$ cat src/rtl/wport_pkg.sv
// Shared definitions for the two-requester register-file write-port arbiter.
// No logic: FSM state encodings, mux select constants and a small helper.
// Imported by the arbiter top and the write-port mux.
package wport_pkg;

    typedef enum logic [1:0] {
        IDLE  = 2'd0,
        GNT_A = 2'd1,
        GNT_B = 2'd2
    } state_t;

    localparam logic SEL_A = 1'b0;
    localparam logic SEL_B = 1'b1;

    // Grant target when both requesters collide in IDLE: whoever was not served last.
    function automatic state_t pick_contended(input logic last_sel);
        return (last_sel == SEL_A) ? GNT_B : GNT_A;
    endfunction

endpackage

$ cat src/rtl/wport_mux2.sv
// Write-port mux: steers address and data of requester A or B to the register file.
// Latency: purely combinational, zero cycles.
// Backpressure: none, follows sel every cycle.
module wport_mux2
    import wport_pkg::*;
#(
    parameter int DW = 32,
    parameter int AW = 5
) (
    input  logic          sel,
    input  logic [AW-1:0] addr0,
    input  logic [DW-1:0] data0,
    input  logic [AW-1:0] addr1,
    input  logic [DW-1:0] data1,
    output logic [AW-1:0] addr,
    output logic [DW-1:0] data
);

    // Address and data always switch together so a write never mixes requesters.
    always_comb begin
        if (sel == SEL_B) begin
            addr = addr1;
            data = data1;
        end else begin
            addr = addr0;
            data = data0;
        end
    end

endmodule

$ cat src/rtl/wport_arbiter.sv
// Arbitrates two write requesters onto one register-file write port, round-robin on collision.
// Latency: ack one cycle after req is sampled in IDLE; back-to-back alternating grants under contention.
// Backpressure: requesters hold req/addr/data until ack; the granted req is ignored during its own grant.
module wport_arbiter
    import wport_pkg::*;
#(
    parameter int DW = 32,
    parameter int AW = 5
) (
    input  logic          clk,
    input  logic          reset_n,
    input  logic          req_a,
    input  logic          req_b,
    input  logic [AW-1:0] addr_a,
    input  logic [AW-1:0] addr_b,
    input  logic [DW-1:0] data_a,
    input  logic [DW-1:0] data_b,
    output logic          ack_a,
    output logic          ack_b,
    output logic          wsel,
    output logic          regwe,
    output logic [AW-1:0] waddr,
    output logic [DW-1:0] wdata,
    output logic [7:0]    wr_count
);

    state_t     state;
    state_t     state_nxt;
    logic       last_sel;
    logic       wsel_q;
    logic       ack_a_q;
    logic       ack_b_q;
    logic [7:0] cnt_q;
    logic       in_grant;

    // Next grant: the requester just served is skipped, so its still-high req is not re-granted.
    always_comb begin
        state_nxt = IDLE;
        case (state)
            IDLE: begin
                if (req_a && req_b) begin
                    state_nxt = pick_contended(last_sel);
                end else if (req_a) begin
                    state_nxt = GNT_A;
                end else if (req_b) begin
                    state_nxt = GNT_B;
                end else begin
                    state_nxt = IDLE;
                end
            end
            GNT_A:   state_nxt = req_b ? GNT_B : IDLE;
            GNT_B:   state_nxt = req_a ? GNT_A : IDLE;
            default: state_nxt = IDLE;
        endcase
    end

    // FSM with registered select/acks; the pointer and select move on entry to a grant.
    always_ff @(posedge clk) begin
        if (!reset_n) begin
            state    <= IDLE;
            wsel_q   <= SEL_A;
            last_sel <= SEL_B;
            ack_a_q  <= 1'b0;
            ack_b_q  <= 1'b0;
            cnt_q    <= 8'd0;
        end else begin
            state   <= state_nxt;
            ack_a_q <= (state_nxt == GNT_A);
            ack_b_q <= (state_nxt == GNT_B);
            if (state_nxt == GNT_A) begin
                wsel_q   <= SEL_A;
                last_sel <= SEL_A;
            end else if (state_nxt == GNT_B) begin
                wsel_q   <= SEL_B;
                last_sel <= SEL_B;
            end
            if (regwe) begin
                cnt_q <= cnt_q + 8'd1;
            end
        end
    end

    wport_mux2 #(
        .DW(DW),
        .AW(AW)
    ) u_mux (
        .sel   (wsel_q),
        .addr0 (addr_a),
        .data0 (data_a),
        .addr1 (addr_b),
        .data1 (data_b),
        .addr  (waddr),
        .data  (wdata)
    );

    // Strobes come from registered state only; reset masks them immediately, and
    // a write to register 0 is acknowledged but never enabled.
    always_comb begin
        in_grant = (state == GNT_A) || (state == GNT_B);
        ack_a    = reset_n && ack_a_q;
        ack_b    = reset_n && ack_b_q;
        regwe    = reset_n && in_grant && (waddr != '0);
    end

    assign wsel     = wsel_q;
    assign wr_count = cnt_q;

endmodule

$ cat config.mk
export PLATFORM = sky130hd
export DESIGN_NAME = wport_arbiter
export DESIGN_NICKNAME = d
export VERILOG_FILES = /design/src/rtl/wport_pkg.sv /design/src/rtl/wport_mux2.sv /design/src/rtl/wport_arbiter.sv
export SDC_FILE = /design/constraint.sdc
export NUM_CORES = 1
export LEC_CHECK = 0
export ABC_AREA = 1
export BUFFER_PORTS_ARGS = -buffer_cell sky130_fd_sc_hd__buf_4
export CAP_MARGIN = 20
export CORE_AREA = 2 2 69 71
export DETAILED_ROUTE_END_ITERATION = 10
export DIE_AREA = 0 0 71 73
export PLACE_DENSITY_LB_ADDON = 0.2
export SYNTH_ARGS = -nofsm -noshare
export SYNTH_HDL_FRONTEND = slang
export SYNTH_SLANG_ARGS = --single-unit
$ cat constraint.sdc
create_clock -name clk -period 2.05 [get_ports clk]
set_input_delay 0.205 -clock clk [delete_from_list [all_inputs] [get_ports clk]]
set_output_delay 0.205 -clock clk [all_outputs]
set_load 0.05 [all_outputs]
; ---- Word-level counts from Yosys, hierarchy flattened
; Cells that the tools add are included.
; Widths: inputs -> output; s select.
[word_totals]
regBits = 14
input_bits = 78
word_cells = 32
[op_classes]
addsub = 1
eq_ne = 4
mux = 10
bitwise_logic = 1
reduce_logical = 10
[ops]
columns = op, count
row1 = $mux 32, 1
row2 = $add 8x1->8 const B, 1
row3 = $mux 2, 4
row4 = $pmux 2 s3, 1
row5 = $logic_and 1x1->1, 5
row6 = $mux 5, 1
row7 = $reduce_bool 5->1, 1
row8 = $eq 2x1->1 const B, 2
row9 = $eq 2x2->1 const B, 2
row10 = $mux 1, 3
row11 = $logic_not 2->1, 1
row12 = $reduce_bool 2->1, 1
row13 = $reduce_or 2->1, 1
row14 = $logic_or 1x1->1, 1
row15 = $not 1->1, 1

; ---- Longest topological paths before layout
; Gate-level depths: netlist of the first run.
[depth]
ltp_word = 7
mapped_depth = 10
ltp_nobuf = 10

; ---- Modules after synthesis
; From an unflattened synthesis of the first run, not the netlist that was laid out.
[unflattened]
hier_cells = 231
hier_area_um2 = 1296.2
[modules_own_cells]
columns = module, n_inst, cells_each, area_per_inst_um2
row1 = wport_arbiter, 1, 112, 808.3
row2 = wport_mux2, 1, 119, 488.0

; ---- Least setup slack after synthesis of the first run
; Ideal clock, no wire load.
[synth_path]
kind = flip-flop to flip-flop
startpoint = register wsel_q (netlist: wsel)
endpoint = register cnt_q[1] (netlist: wr_count[1])
setup_time_ns = 0.060
arrival_ns = 2.090
t_required_ns = 1.990
slack_ns = -0.100
stages_incl_launch_ff = 10
path_buffers = 1
period_less_slack_ns = 2.150
path_cell_list = dfxtp_1 > buf_4 > nand2_1 > nand2_1 > nor2_2 > nand3_2 > nand2_1 > inv_1 > nand2_1 > nand2_1
[synth_via]
elab_chain_cells = 3
[synth_rtl]
columns = element, line
row1 = start: declaration, wport_arbiter.sv:30  ; logic wsel_q;
row2 = start signal: assignment, wport_arbiter.sv:61  ; wsel_q <= SEL_A;
row3 = start signal: assignment, wport_arbiter.sv:71  ; wsel_q <= SEL_A;
row4 = start signal: assignment, wport_arbiter.sv:74  ; wsel_q <= SEL_B;
row5 = $mux 5, wport_mux2.sv:21  ; if (sel == SEL_B) begin
row6 = net waddr[0], wport_arbiter.sv:22  ; output logic [AW-1:0] waddr,
row7 = $reduce_bool 5->1, wport_arbiter.sv:102  ; regwe = reset_n && in_grant && (waddr != '0);
row8 = $logic_and 1x1->1, wport_arbiter.sv:102
row9 = net regwe, wport_arbiter.sv:21  ; output logic regwe,
row10 = end signal: assignment, wport_arbiter.sv:78  ; cnt_q <= cnt_q + 8'd1;
row11 = end: declaration, wport_arbiter.sv:33  ; logic [7:0] cnt_q;
; The timed path passes the listed nets, and every way through them passes these cells.
; A chain may end at the register's enable or synchronous reset.

; ---- Worst setup path after layout of the first run
[layout_path]
startpoint = register state[0]
endpoint = output regwe
[layout_via]
elab_chain_cells = 4
word_cells_on_any_way = 5
cone_classes = eq/ne: 2 / reduce/logical: 3
[layout_rtl]
columns = element, line
row1 = start: declaration, wport_arbiter.sv:27  ; state_t state;
row2 = start signal: assignment, wport_arbiter.sv:67  ; state <= state_nxt;
row3 = $eq 2x1->1 / $eq 2x2->1 (equally long branches), wport_arbiter.sv:99  ; in_grant = (state == GNT_A) || (state == GNT_B);
row4 = $logic_or 1x1->1 *, wport_arbiter.sv:99
row5 = $logic_and 1x1->1 * (2 in series), wport_arbiter.sv:102
row6 = end: declaration, wport_arbiter.sv:21
; Mark *: on every way between the ends. The rest lies on a longest branch, timed or not.

==> results of run 1 <==
==> Yosys cell counts (all sizes together) <==
cell,instances,area (µm²)
nand2,137,521.8
nand3,9,65.06
dfxtp,14,280.3
a21o,1,7.510
ha,9,112.6
nor2,19,73.82
buf,3,26.27
and3,1,6.260
clkbuf,6,22.52
a21oi,6,30.03
nor3,2,10.01
o21ai,3,18.77
inv,23,86.33
nor3b,1,7.510
==> cell families (layout without fill, tap and decap cells) <==
family / Yosys count / after routing
flip-flops: 14 / 14
AND/OR/NAND/NOR: 169 / 169
AO/OA/AOI/OAI: 10 / 10
adder cells (fa/ha/maj): 9 / 9
buffers and inverters: 32 / 156
==> state kept, by name, summed over array words and instances (netlist names) <==
register,cells
wsel,1
state,2
ack_a_q,1
wr_count,8
ack_b_q,1
last_sel,1
==> power groups by stage <==
stage,registers (mW),clock network [mW],logic [mW]
5_1_grt,0.317,0.237,0.991
3_5_place_dp,0.319,0,0.934
6_report,0.313,0.218,0.930
2_1_floorplan,0.349,0,0.570
4_1_cts,0.314,0.226,0.936
3_3_place_gp,0.318,0,0.930
==> layout by cell type, fill, tap and decap left out, drive strengths merged <==
master / n
a21oi: 6
inv: 23
a21o: 1
nor2: 19
nor3b: 1
clkbuf: 3
nand3: 9
nand2: 137
and3: 1
dfxtp: 14
buf: 130
ha: 9
nor3: 2
o21ai: 3
==> routing by layer <==
metal,global-route usage,wire length [µm],up-vias
met4,0.06499,106,0
li1,-,-,948
met3,0.03729,368,10
met2,0.3105,2243,71
met1,0.1896,1954,753
met5,0,0,-
==> tightest hold or removal path: stages <==
cell and delay (ns):
sky130_fd_sc_hd__buf_4 0.17, sky130_fd_sc_hd__nand2_1 0.06, sky130_fd_sc_hd__inv_1 0.04
==> final timing paths <==
check                      to  slack (ns)   startpoint  depth (start not counted)
setup reg to reg     last_sel        0.46     state[0]                          7
setup / recovery        regwe        0.24     state[0]                          7
hold / removal        ack_a_q        0.27      reset_n                          3
hold reg to reg   wr_count[1]        0.51  wr_count[1]                          2
==> through the flow <==
step,setup slack [ns],hold WS [ns],instance area (µm²),std cells,util
6_report,0.2351,0.2730,2306,412,0.5084
5_1_grt,0.03860,0.2895,2306,412,0.5084
4_1_cts,0.2343,0.2642,2306,412,0.5084
3_5_place_dp,0.4572,0.4975,2265,409,0.4993
3_3_place_gp,0.4992,0.4974,2265,409,0.4993
2_1_floorplan,0.1105,0.3256,1270,234,-
==> cell type report <==
class,count,area share
flip-flops and latches,14,0.1221
well taps,54,0.02930
multi-input cells,188,0.3700
repair buffers,130,0.4232
inverters,23,0.03744
clock buffers,3,0.01791
==> results.toml, run 1 <==
[sta]
grt_setup_unrepaired = "false"
tightest_slew_ns = 0.3644
timing.final.setup_violations = 0
final.min_clock_period_ns = 1.815
totalNegativeSetupSlack_ns = 0
final_max_slew_viol_count = 0
period_share = 0.8853
final_hold_viol_count = 0
fin_skew_ns = 0.0005917
max_slew_margin = 0.7565
fmax_ghz = 0.5510

[pwr]
netSwitchingFraction = 0.4951
peakVddDrop_uv = 311.1
power_switching_mw = 0.7234
powerDensity_mw_per_mm2 = 633.7
power_report.internal_total_mw = 0.7378
total_power_consumption_mw = 1.461
power.combinational.fraction = 0.637
power_frac_seq = 0.214
clock_power_share = 0.149
power.static_leakage_nw = 1.392

[setup_path]
library_cell_appearing_most_often_on_the_critical_path = "sky130_fd_sc_hd__inv_1"
timing.critical_path.arrival_ns = 1.61
critPathLaunchType = "flop"
required_time_reported_for_the_critical_path_endpoint_ns = 1.85
critical_path_buf_inv_count = 4
critical_path.slowest_cell = "sky130_fd_sc_hd__dfxtp_1"
crit_path_end_kind = "primary output"
cp_slowest_stage_delay_ns = 0.35
path_cells = "inv_1 -> ha_1 -> nand2_1 -> inv_1 -> nand2_1 -> inv_1 -> buf_4"
worst_path_dominant_cell_family = "buffers and inverters"
worstPathMaxFanout = 6
crit_type = "flop to primary output"

[floorplanning]
fp.dieH_um = 73
initial_utilization = 0.2797
die_x_um = 71
die_area_mm2 = 0.005183
num_io_pins = 127
placeableCoreArea_mm2 = 0.004536
placementRows = 25

[synthesis]
syn_inst = 234
synth_adder_area_share = 0.08876
yosys.area_share.xor_xnor = 0
synthMuxAreaShare = 0
seq_area_frac_synth = 0.2209
synthesis.nets = 321
synth_simple_gate_area_frac = 0.5394
synth_top_family_by_area = "simple AND/OR/NAND/NOR gates"
synth-seq-cells = 14
ys_types = 20
synth_compound_area_frac = 0.04438
yosys_warnings = 0
synth.avg_cell_area_um2 = 5.422
netlist_area_pre_place_mm2 = 0.001269

[status]
status = "finished, final reports clean"

[clock_tree]
cts-hold-fix-buffers = 0
cts.reportedPaths.clkPinSlew_ns = 0.05
insertion_delay_ns = 0.24
post_cts_setup_repair_buffer_count = 0
clock_tree.root_cell = "sky130_fd_sc_hd__clkbuf_8"
tritoncts_num_sinks = 14
max-clock-path-buffers = 2
cts_tree = "built"
cts_inserted_buffers = 3
h_tree_levels = 1
cts_resized = 0

[drt]
first_pass_iters = 4
detailedRoute.firstIterationViolations = 44
ant_nets = 0
wl_per_instance_um = 11.34
drc_markers = 0
drt_wl_total_um = 4672
vias_per_cell = 4.325
count_of_vias_placed_by_the_detailed_router = 1782

[global_route]
groute.usage.overall = 0.1688
largest_net_degree_at_the_start_of_global_routing = 22
global_route_wire_length_before_repair_um = 7148
first_global_vias = 1577
antenna_violations_before_repair = 0
overflow = 0

[finish]
final-seq-area_um2 = 281.5
final.fill_count = 483
final_layout_size_suffix_gt1_frac = 0.4022
multi_input_comb_area_um2 = 853.3
area_growth_syn_to_layout_pct = 81.76
final_stage_net_count = 447
num_antenna_cells = 0

[place]
buffers_added_on_ports = 126
detailedPlacementHpwl_um = 3867
gp_congestion = 0.7862

[job]
drv_cap = 0

[worst_hold_path]
hold_path_class = "input pin to flop"
No activity file was read; power rests on OpenSTA's default activity.
==> run 2: changes to the inputs <==
--- a/config.mk
+++ b/config.mk
@@ -12,6 +12,7 @@
 export DETAILED_ROUTE_END_ITERATION = 10
 export DIE_AREA = 0 0 71 73
 export PLACE_DENSITY_LB_ADDON = 0.2
+export RECOVER_POWER = 25
 export SYNTH_ARGS = -nofsm -noshare
 export SYNTH_HDL_FRONTEND = slang
 export SYNTH_SLANG_ARGS = --single-unit
==> results.toml, run 2 (synthesis gave the netlist of run 1 again) <==
[status]
status = "finished, final reports clean"

[pwr]
powerDensity_mw_per_mm2 = 640.1
power.static_leakage_nw = 1.348
total_power_consumption_mw = 1.449
peakVddDrop_uv = 309.5

[sta]
fin_skew_ns = 0.0005330
final_max_slew_viol_count = 0
final.min_clock_period_ns = 1.812
fmax_ghz = 0.5517
tightest_slew_ns = 0.6061
totalNegativeSetupSlack_ns = 0
post-route-worst-setup-slack_ns = 0.2375
timing.final.setup_violations = 0
final_hold_viol_count = 0
grt_setup_unrepaired = "false"
period_share = 0.8841
max_slew_margin = 0.5977

[worst_hold_path]
hold-path-endpoint = "ack_a_q"
hold_path_class = "input pin to flop"
worstHoldPathCells = 3
min_from = "reset_n"

[clock_tree]
h_tree_levels = 1
cts.reportedPaths.clkPinSlew_ns = 0.05
post_cts_setup_repair_buffer_count = 0
cts_resized = 0
insertion_delay_ns = 0.24
cts-hold-fix-buffers = 0
clock_tree.root_cell = "sky130_fd_sc_hd__clkbuf_8"
cts_inserted_buffers = 3
max-clock-path-buffers = 2
cts_tree = "built"
tritoncts_num_sinks = 14

[finish]
most-common-layout-cells = "sky130_fd_sc_hd__nand2_1 (134), sky130_fd_sc_hd__buf_4 (118), sky130_fd_sc_hd__inv_1 (22)"
largest_reg_flops = 8
num_antenna_cells = 0
final-seq-area_um2 = 281.5
mostFrequentLayoutCell = "sky130_fd_sc_hd__nand2_1"
final_layout_size_suffix_gt1_frac = 0.3743
multi_input_comb_area_um2 = 853.3
area_growth_syn_to_layout_pct = 78.40
final.fill_count = 485
final_stage_net_count = 447
stdcell_count = 412

[drt]
vias_per_cell = 4.350
drt_wl_total_um = 4675
drc_markers = 0
wl_per_instance_um = 11.35
ant_nets = 0
count_of_vias_placed_by_the_detailed_router = 1792
detailedRoute.firstIterationViolations = 48
first_pass_iters = 6

[setup_path]
worstSetupStartpoint = "state[0]"
critPathLaunchType = "flop"
worstReg2RegEnd = "last_sel"
worstPathMaxFanout = 6
crit_type = "flop to primary output"
r2r_start = "state[0]"
depth_of_the_most_critical_reg_to_reg_path = 7
required_time_reported_for_the_critical_path_endpoint_ns = 1.85
timing.critical_path.arrival_ns = 1.61
crit_path_end_kind = "primary output"
setup.reg_to_reg.worst_slack_ns = 0.46

[place]
place.detailed.instances = 409
detailedPlacementHpwl_um = 3867
buffers_added_on_ports = 126
dp_slack_ns = 0.4572
gp_congestion = 0.7862

[floorplanning]
fp.dieH_um = 73
initial_utilization = 0.2797
placementRows = 25
die_area_mm2 = 0.005183
die_x_um = 71
placeableCoreArea_mm2 = 0.004536
num_io_pins = 127

[global_route]
global_route_wire_length_before_repair_um = 7148
overflow = 0
first_global_vias = 1577
antenna_violations_before_repair = 0
groute.usage.overall = 0.1688
largest_net_degree_at_the_start_of_global_routing = 22

[job]
drv_cap = 0
==> run 2: cell types whose count changed in the layout (fill, tap and decap cells not counted), sizes merged <==
cell    before  now
buf        130  118
clkbuf       3   15
==> run 2: final cells by class <==
cell class | instances | area share
Sequential cell | 14 | 0.1244
Multi-Input combinational cell | 188 | 0.3770
Tap cell | 54 | 0.02985
Clock buffer | 3 | 0.01824
Timing Repair Buffer | 130 | 0.4124
Inverter | 23 | 0.03814
==> run 2: how the worst max path moves through the flow <==
stage | end | slack [ns]
after floorplan | wr_count[1] | 0.11
after global placement | last_sel | 0.50
after detailed placement | last_sel | 0.46
after CTS | regwe | 0.23
after global routing | regwe | 0.04
final | regwe | 0.24
==> run 2: metal layers <==
layer	global-route usage	part of all wire	vias to the layer above
met4	0.06499	0.023	0
met2	0.3105	0.48	80
met3	0.03729	0.084	10
li1	-	-	948
met5	0	0	-
met1	0.1896	0.41	754
==> run 2: stage by stage <==
step | instance area (µm²) | hold slack (ns) | util
3_5_place_dp | 2265 | 0.4975 | 0.4993
6_report | 2263 | 0.2703 | 0.4990
5_1_grt | 2263 | 0.2895 | 0.4990
3_3_place_gp | 2265 | 0.4974 | 0.4993
4_1_cts | 2306 | 0.2642 | 0.5084
2_1_floorplan | 1270 | 0.3256 | -
==> run 2: critical path: stages, from the launching register on <==
cell and delay, ns:
sky130_fd_sc_hd__dfxtp_1 0.35, sky130_fd_sc_hd__inv_1 0.07, sky130_fd_sc_hd__ha_1 0.27, sky130_fd_sc_hd__nand2_1 0.07
sky130_fd_sc_hd__inv_1 0.16, sky130_fd_sc_hd__nand2_1 0.13, sky130_fd_sc_hd__inv_1 0.11, sky130_fd_sc_hd__buf_4 0.20
==> run 2: where the power goes <==
group	total [mW]	internal (mW)	switching, mW	leakage [nW]
registers	0.313	0.295	0.0185	0.115
logic	0.919	0.303	0.617	1.21
clock network	0.216	0.130	0.0867	0.0216
total	1.45	0.727	0.722	1.35
